`src/rtl/div_unit_seq_pkg.sv`:
```
// Shared CPU constants and divider types.
package div_unit_seq_pkg;

  localparam int CPU_W = 16;

  // Result-mux select codes; the divider quotient is picked on OP_DIV.
  localparam logic [3:0] OP_ADD = 4'b0000;
  localparam logic [3:0] OP_SUB = 4'b0001;
  localparam logic [3:0] OP_AND = 4'b0010;
  localparam logic [3:0] OP_DIV = 4'b0011;
  localparam logic [3:0] OP_OR  = 4'b0100;
  localparam logic [3:0] OP_XOR = 4'b0101;

  typedef enum logic [1:0] {
    DIV_IDLE = 2'd0,
    DIV_RUN  = 2'd1,
    DIV_DONE = 2'd2
  } div_state_t;

endpackage

```
`src/rtl/div_unit_seq_if.sv`:
```
// Divider request/result bundle.
//
// Handshake: there is no separate ready; the divider accepts a request on any
// rising edge where start=1 and it is not running (state IDLE or DONE, i.e.
// busy=0). dividend/divisor are sampled on that edge only. start while busy=1
// is dropped, not queued. done is a one-cycle pulse marking fresh results,
// which then stay stable until the next done.
interface div_unit_seq_if
  import div_unit_seq_pkg::*;
#(
  parameter int N = CPU_W
);
  logic         start;
  logic [N-1:0] dividend;
  logic [N-1:0] divisor;
  logic         busy;
  logic         done;
  logic [N-1:0] quotient;
  logic [N-1:0] remainder;
  logic         div_by_zero;
  div_state_t   state;

  modport master (
    output start, dividend, divisor,
    input  busy, done, quotient, remainder, div_by_zero, state
  );

  modport slave (
    input  start, dividend, divisor,
    output busy, done, quotient, remainder, div_by_zero, state
  );
endinterface

```
`src/rtl/div_restore_step.sv`:
```
// One restoring-division iteration: shift {A,Q} left by one, try A-D,
// keep the difference and set the quotient bit if it did not go negative.
module div_restore_step #(
  parameter int N = 16
) (
  input  logic [N-1:0] a,
  input  logic [N-1:0] q,
  input  logic [N-1:0] d,
  output logic [N-1:0] a_next,
  output logic [N-1:0] q_next
);

  // The shifted partial remainder needs N+1 bits: A < D <= 2^N-1 before the
  // shift, so 2A+1 can exceed N bits. When A_sh >= D the true difference is
  // below D, so an N-bit wrap-around subtraction gives the exact value.
  logic [N:0]   a_sh;
  logic [N-1:0] diff;
  logic         fits;

  // Shift, trial subtract, restore on borrow.
  always_comb begin
    a_sh   = {a, q[N-1]};
    fits   = (a_sh >= {1'b0, d});
    diff   = a_sh[N-1:0] - d;
    a_next = fits ? diff : a_sh[N-1:0];
    q_next = {q[N-2:0], fits};
  end

endmodule

```
`src/rtl/div_unit_seq.sv`:
```
// Multi-cycle unsigned restoring divider, one quotient bit per clock.
// Divide-by-zero short-circuits straight to DONE with all-ones quotient.
module div_unit_seq
  import div_unit_seq_pkg::*;
#(
  parameter int N = CPU_W
) (
  input  logic             clk,
  input  logic             rst_n,
  div_unit_seq_if.slave    bus
);

  localparam int CNT_W = $clog2(N) + 1;
  localparam logic [CNT_W-1:0] LAST = CNT_W'(N - 1);

  div_state_t       state, next_state;
  logic [CNT_W-1:0] cnt;
  logic [N-1:0]     a_r, q_r, d_r;
  logic [N-1:0]     a_nx, q_nx;
  logic [N-1:0]     quot_r, rem_r;
  logic             dz_r;
  logic             accept;
  logic             zero_div;

  assign accept   = bus.start && (state != DIV_RUN);
  assign zero_div = (bus.divisor == '0);

  div_restore_step #(.N(N)) u_step (
    .a      (a_r),
    .q      (q_r),
    .d      (d_r),
    .a_next (a_nx),
    .q_next (q_nx)
  );

  // State register.
  always_ff @(posedge clk or negedge rst_n) begin
    if (!rst_n) state <= DIV_IDLE;
    else        state <= next_state;
  end

  // Next-state logic: DONE behaves like IDLE for a new start.
  always_comb begin
    next_state = state;
    case (state)
      DIV_IDLE, DIV_DONE: begin
        if (bus.start)            next_state = zero_div ? DIV_DONE : DIV_RUN;
        else                      next_state = DIV_IDLE;
      end
      DIV_RUN: begin
        if (cnt == LAST)          next_state = DIV_DONE;
      end
      default:                    next_state = DIV_IDLE;
    endcase
  end

  // Working registers, iteration counter and committed results.
  always_ff @(posedge clk or negedge rst_n) begin
    if (!rst_n) begin
      cnt    <= '0;
      a_r    <= '0;
      q_r    <= '0;
      d_r    <= '0;
      quot_r <= '0;
      rem_r  <= '0;
      dz_r   <= 1'b0;
    end else if (accept) begin
      if (zero_div) begin
        quot_r <= '1;
        rem_r  <= bus.dividend;
        dz_r   <= 1'b1;
      end else begin
        a_r <= '0;
        q_r <= bus.dividend;
        d_r <= bus.divisor;
        cnt <= '0;
      end
    end else if (state == DIV_RUN) begin
      a_r <= a_nx;
      q_r <= q_nx;
      if (cnt == LAST) begin
        quot_r <= q_nx;
        rem_r  <= a_nx;
        dz_r   <= 1'b0;
      end else begin
        cnt <= cnt + 1'b1;
      end
    end
  end

  assign bus.busy        = (state == DIV_RUN);
  assign bus.done        = (state == DIV_DONE);
  assign bus.quotient    = quot_r;
  assign bus.remainder   = rem_r;
  assign bus.div_by_zero = dz_r;
  assign bus.state       = state;

endmodule

```
`src/flat_wrapper.sv`:
```
// flat-port wrapper written by rule: the top's interface ports become plain ports
module div_unit_seq_flat import div_unit_seq_pkg::*;
#(
  parameter int N = CPU_W
)
  (clk, rst_n, bus_start, bus_dividend, bus_divisor, bus_busy, bus_done, bus_quotient, bus_remainder, bus_div_by_zero, bus_state);
  div_unit_seq_if #(.N(N)) bus_i ();
  input  logic clk;
  input  logic rst_n;
  input wire logic [$bits(bus_i.start)-1:0] bus_start;
  input wire logic [$bits(bus_i.dividend)-1:0] bus_dividend;
  input wire logic [$bits(bus_i.divisor)-1:0] bus_divisor;
  output wire logic [$bits(bus_i.busy)-1:0] bus_busy;
  output wire logic [$bits(bus_i.done)-1:0] bus_done;
  output wire logic [$bits(bus_i.quotient)-1:0] bus_quotient;
  output wire logic [$bits(bus_i.remainder)-1:0] bus_remainder;
  output wire logic [$bits(bus_i.div_by_zero)-1:0] bus_div_by_zero;
  output wire logic [$bits(bus_i.state)-1:0] bus_state;
  assign bus_i.start = bus_start;
  assign bus_i.dividend = bus_dividend;
  assign bus_i.divisor = bus_divisor;
  assign bus_busy = bus_i.busy;
  assign bus_done = bus_i.done;
  assign bus_quotient = bus_i.quotient;
  assign bus_remainder = bus_i.remainder;
  assign bus_div_by_zero = bus_i.div_by_zero;
  assign bus_state = bus_i.state;
  div_unit_seq #(.N(N)) u_core (.clk(clk), .rst_n(rst_n), .bus(bus_i));
endmodule
```
`config.mk`:
```
export PLATFORM = sky130hd
export DESIGN_NAME = div_unit_seq_flat
export DESIGN_NICKNAME = d
export VERILOG_FILES = /design/src/rtl/div_unit_seq_pkg.sv /design/src/rtl/div_unit_seq_if.sv /design/src/rtl/div_restore_step.sv /design/src/rtl/div_unit_seq.sv /design/src/flat_wrapper.sv
export SDC_FILE = /design/constraint.sdc
export NUM_CORES = 1
export LEC_CHECK = 0
export CAP_MARGIN = 20
export CELL_PAD_IN_SITES_DETAIL_PLACEMENT = 1
export CELL_PAD_IN_SITES_GLOBAL_PLACEMENT = 2
export CORE_MARGIN = 8
export CORE_UTILIZATION = 36
export CTS_CLUSTER_SIZE = 16
export DETAILED_ROUTE_END_ITERATION = 12
export GPL_TIMING_DRIVEN = 0
export HOLD_SLACK_MARGIN = 0.12
export PLACE_DENSITY_LB_ADDON = 0.12
export SYNTH_ARGS = -nofsm -noshare
export SYNTH_HDL_FRONTEND = slang
export SYNTH_SLANG_ARGS = --single-unit
```
`constraint.sdc`:
```
create_clock -name clk -period 7.8 [get_ports clk]
set_clock_uncertainty 0.1 [all_clocks]
set_input_delay 1.17 -clock clk [delete_from_list [all_inputs] [get_ports clk]]
set_output_delay 1.17 -clock clk [all_outputs]
set_load 0.03 [all_outputs]
```
---- Word level (Yosys, flattened, before mapping) ----
Cells that the tools add are included.
storage, ports and cells
  bits in registers ....................... 88
  logic and storage cells ................. 57
cells by class
  equality and inequality tests ........... 8
  reduce and logical (&&, ||, !) cells .... 10
  magnitude comparators ................... 1
  add/sub/neg operators ................... 2
  bitwise operators ....................... 1
  mux-type cells .......................... 27
operators with widths
  cell                 count
  $mux 16              15
  $mux 5               4
  $ge 17x16->1         1
  $logic_not 16->1     1
  $sub 16x16->16       1
  $mux 2               3
  $ne 2x1->1 const B   3
  $reduce_and 3->1     2
  $add 5x1->5 const B  1
  $eq 5x4->1 const B   1
  $mux 1               4
  $ne 2x2->1 const B   2
  $pmux 2 s2           1
  $reduce_and 2->1     2
  $reduce_bool 2->1    2
  $eq 2x1->1 const B   1
  $eq 2x2->1 const B   1
  $logic_not 2->1      1
  $reduce_or 2->1      1
  $logic_and 1x1->1    1
  $not 1->1            1

---- Longest topological paths before layout ----
  word-level depth ........................ 5
  depth in mapped cells ................... 11
  gate-level depth less buffers ........... 10

---- Modules after synthesis ----
Synthesis repeated with hierarchy kept, for this count alone.
unflattened totals
  cell total of the unflattened synthesis .. 516
  area, all modules ....................... 5021.1 um2
by module, submodules not included
  module            seq. area each (um2)  instances  cells each  area an instance (um2)
  div_unit_seq      2202.1                1          344         3736.1
  div_restore_step  0.0                   1          172         1285.0

---- Worst setup path after synthesis ----
Ideal clock, no wire load.
  path kind ............................... input-to-reg
  from .................................... input bus_divisor[0]
  to ...................................... register u_core.rem_r[15] (netlist: u_core.bus.remainder[15])
  slack ................................... 4987 ps
  buffers on the path ..................... 1
  arrival time ............................ 2579 ps
  library setup time ...................... 134 ps
  cell stages on the path ................. 7
  cell sequence ........................... nor4_1 -> nand4_1 -> o21ai_1 -> clkbuf_1 -> nand2_1 -> o21ai_0 -> o211ai_2
between the ends
  cells in the longest elaborated chain, start to end .. 3
RTL lines
  element                     RTL line            source
  start: declaration          flat_wrapper.sv:12  input wire logic [$bits(bus_i.divisor)-1:0] bus_divisor;
  $logic_not 16->1            div_unit_seq.sv:26  assign zero_div = (bus.divisor == '0);
  $ne 2x2->1 (no line)        --
  $reduce_and 3->1 (no line)  --
  end signal: assignment      div_unit_seq.sv:70  rem_r <= bus.dividend;
  end signal: assignment      div_unit_seq.sv:83  rem_r <= a_nx;
  end: declaration            div_unit_seq.sv:20  logic [N-1:0] quot_r, rem_r;
No other way between the ends.
A chain may end at the register's enable or synchronous reset.

---- Worst setup path after layout ----
  from .................................... register u_core.state[1] (netlist: u_core.bus.state[1])
  to ...................................... output bus_busy
between the ends
  cells in the longest elaborated chain, start to end .. 1
RTL lines
  element                   RTL line            source
  start: declaration        div_unit_seq.sv:16  div_state_t state, next_state;
  start signal: assignment  div_unit_seq.sv:39  else state <= next_state;
  $eq 2x1->1                div_unit_seq.sv:91  assign bus.busy = (state == DIV_RUN);
  end: declaration          flat_wrapper.sv:13  output wire logic [$bits(bus_i.busy)-1:0] bus_busy;
No other way between the ends.

==> impl_results.md <==
- Status: complete, no violations
- Cell count after synthesis: 580
- Fill count: 1636
- Number of CTS-inserted buffers: 9
- Worst-Margin Slew: 0.966 ns
- Gpl congestion: 0.896
- #FFs+latches synth: 88
- Register Area: 2200 µm²
- Post-synthesis cell area: 5130 µm²
- Antenna violations before repair: 0
- Final setup TNS: 0 ns
- Total track usage: 0.195
- Post-synth top area share: 0.429
- Largest net degree at the start of global routing: 63
- Post-Syn Area per Cell: roughly 9 µm²
- Synth top cells by count: 88 x dfrtp_1, 71 x nand2_1, 56 x o21ai_0, 51 x nor2_1, 37 x a21oi_1
- Clk_lat worst skew: 0.35 ns
- Share of cells above drive strength 1: 0.0823
- Clk root buf: clkbuf_16
- GRT overflow: 0
- Slew headroom: 0.356
- Floorplan row count: 43
- Area of the multi-input gates: 2650 µm²
- Required time worst endpoint: roughly 6.5 ns
- Vias in the first global route: 5142
- Worst r2r path cells: 10
- Drt pass-1 iters: 4
- 1st-iter DRT viols: 252
- Top_reg_cell synth: dfrtp_1
- Power per Cell Area: 511 nW/µm²
- Syn Nets: 634
- Slew Viols, Final: 0
- Total length of routed wires: 16900 µm
- Crit share post-route: 0.515
- Crit Path Max Fanout: 10
- Worst setup EP type: output pin
- CTS Buffer Depth: 2
- Final Hold Fails: 0
- WP data arrival: 2.75 ns
- Post-CTS repair timing setup buffer count: 0
- Die span in y: roughly 140 µm
- RSZ-0062 raised after global routing: false
- Hold crit path type: flip-flop to flip-flop
- Synth cell types: 60
- Starting density of the core: 0.370
- DPL Wire Length: 13300 µm
- Max frequency: 249 MHz
- CTS tree: done
- DR DRC count: 0
- Final min period: 4.02 ns
- CTS Sinks: between 80 and 90
- Crit path from: u_core.bus.state[1]
- CTS H-tree depth: 3
- Core Box Area: about 14000 µm²
- Final Total Pwr: 3.28 mW
- Die Wd: 135 µm
- Gates resized, CTS repair: 0
- Synth area leaders: dfrtp_1 43%, o21ai_0 5.5%, nand2_1 5.2%, ha_1 4.4%, nor2_1 3.7%
- Lkg Pwr: 2.63 nW
- Final net count: 717
- Hold_sp: u_core.d_r[7]
- First-pass GRT wire length: between 20000 and 30000 µm
- Via density: 5.53
- Clock-pin slew on the worst setup and hold paths: 0.07 ns
- Ys Warns: 0
- Top-count cell post-synth: dfrtp_1
- Reg-to-Reg Start: u_core.q_r[15]
- Ys async rst share: 1.00
- ANT cells: 0
- Post-synth EDFFs: 0
- CP Class: flip-flop to output pin
- Hold Path Depth: 1
- Die area: 18300 µm²
- Final count of negative-setup-slack endpoints: 0
- Via count: 4688
- Synth area leader: dfrtp_1
- Register area share after synthesis: 0.429
- Layout area overhead: 25.2%
- Port Buf Inserts: 71
- Cts hold-fix bufs: 0
- ANT nets after route: 0
- Worst-case vdd ir drop: 0.000199 V
- Top-Level Pins: 72
- Max-Cap Viols: 0
- CP Launch Type: flip-flop
- WL/cell: 20.0 µm
==> logic make-up (layout without fill, tap and decap cells) <==
group | Yosys count | after routing | share of synthesized area
multiplexers | 17 | 17 | 0.0373
AND/OR/NAND/NOR | 200 | 200 | 0.180
buffers and inverters | 64 | 152 | 0.0539
flip-flops | 88 | 88 | 0.429
XOR/XNOR | 9 | 9 | 0.0154
AO/OA/AOI/OAI | 183 | 183 | 0.236
adder cells (fa/ha/maj) | 19 | 19 | 0.0478
==> area by class of cell <==
| cell class | instances | share of cell area |
|---|---|---|
| Clock buffer | 11 | 0.0394 |
| Clock inverter | 5 | 0.0123 |
| Sequential cell | 88 | 0.343 |
| Timing Repair Buffer | 72 | 0.115 |
| Buffer | 38 | 0.0279 |
| Tap cell | 180 | 0.0351 |
| Multi-Input combinational cell | 428 | 0.413 |
| Inverter | 26 | 0.0152 |
==> critical path, cell delays in order, from the launching register on <==
cell             delay, ns
dfrtp_1               0.38
nand2b_1              0.14
clkbuf_1              0.30
inv_2                 0.30
clkbuf_1              0.48
clkdlybuf4s50_1       0.78
==> state kept, by name (all words and copies together) (netlist names) <==
name,flops
u_core.cnt,5
u_core.d_r,16
u_core.q_r,16
u_core.a_r,16
u_core.bus.div_by_zero,1
u_core.bus.state,2
u_core.bus.quotient,16
u_core.bus.remainder,16
==> layout by cell type (no fill, tap or decap), drive strengths merged, types with 2 or more instances in the layout <==
| cell | instances |
|---|---|
| clkinv | 3 |
| clkbuf | 37 |
| o211ai | 21 |
| o21bai | 2 |
| o21ai | 59 |
| nand4 | 13 |
| bufinv | 2 |
| o21a | 2 |
| or3 | 5 |
| or4 | 5 |
| and3 | 3 |
| a22oi | 3 |
| ha | 18 |
| dfrtp | 88 |
| nor2 | 51 |
| mux2 | 17 |
| a21oi | 38 |
| a21o | 7 |
| buf | 14 |
| nand3 | 23 |
| a311oi | 2 |
| o31ai | 14 |
| and2 | 2 |
| nand2 | 72 |
| xor2 | 8 |
| nand4b | 2 |
| nor3 | 10 |
| o311ai | 3 |
| clkdlybuf4s50 | 70 |
| a21boi | 17 |
| inv | 26 |
| a211o | 3 |
| nand2b | 7 |
| nor4 | 4 |
==> where the power goes <==
| group | switching, mW | internal (mW) | leakage (nW) |
|---|---|---|---|
| sequential | 0.164 | 0.665 | 1.02 |
| clock | 0.192 | 0.298 | 0.165 |
| combinational | 1.20 | 0.762 | 1.45 |
==> worst paths after layout <==
| check | endpoint | slack (ns) |
|---|---|---|
| max | bus_busy | 3.78 |
| min | u_core.d_r[7] | 0.40 |
| max reg2reg | u_core.a_r[10] | 4.46 |
| min reg2reg | u_core.d_r[7] | 0.40 |
| max in group asynchronous | u_core.a_r[5] | 6.30 |
| min in group asynchronous | u_core.bus.quotient[2] | 0.64 |
==> routing by layer <==
metal  share of wire  wire (µm)  global-route usage  vias to the layer above
met4           0.022        374              0.0771                        0
met3           0.033        558              0.0315                       30
li1                -          -                   -                     2258
met2            0.49       8250               0.330                      102
met1            0.46       7730               0.243                     2298
met5               0          0                   0                        -
==> per-stage QoR <==
stage | utilization | setup slack (ns) | instance area (µm²) | hold WS, ns | std cells
after floorplan | - | 4.99 | 5130 | 0.367 | 580
after global placement | 0.437 | 2.04 | 6070 | 0.382 | 831
after detailed placement | 0.439 | 3.38 | 6090 | 0.395 | 832
after CTS | 0.463 | 3.73 | 6420 | 0.409 | 848
after global routing | 0.463 | 3.59 | 6420 | 0.428 | 848
final | 0.463 | 3.78 | 6420 | 0.405 | 848
Power figures use the tool's default switching activity.
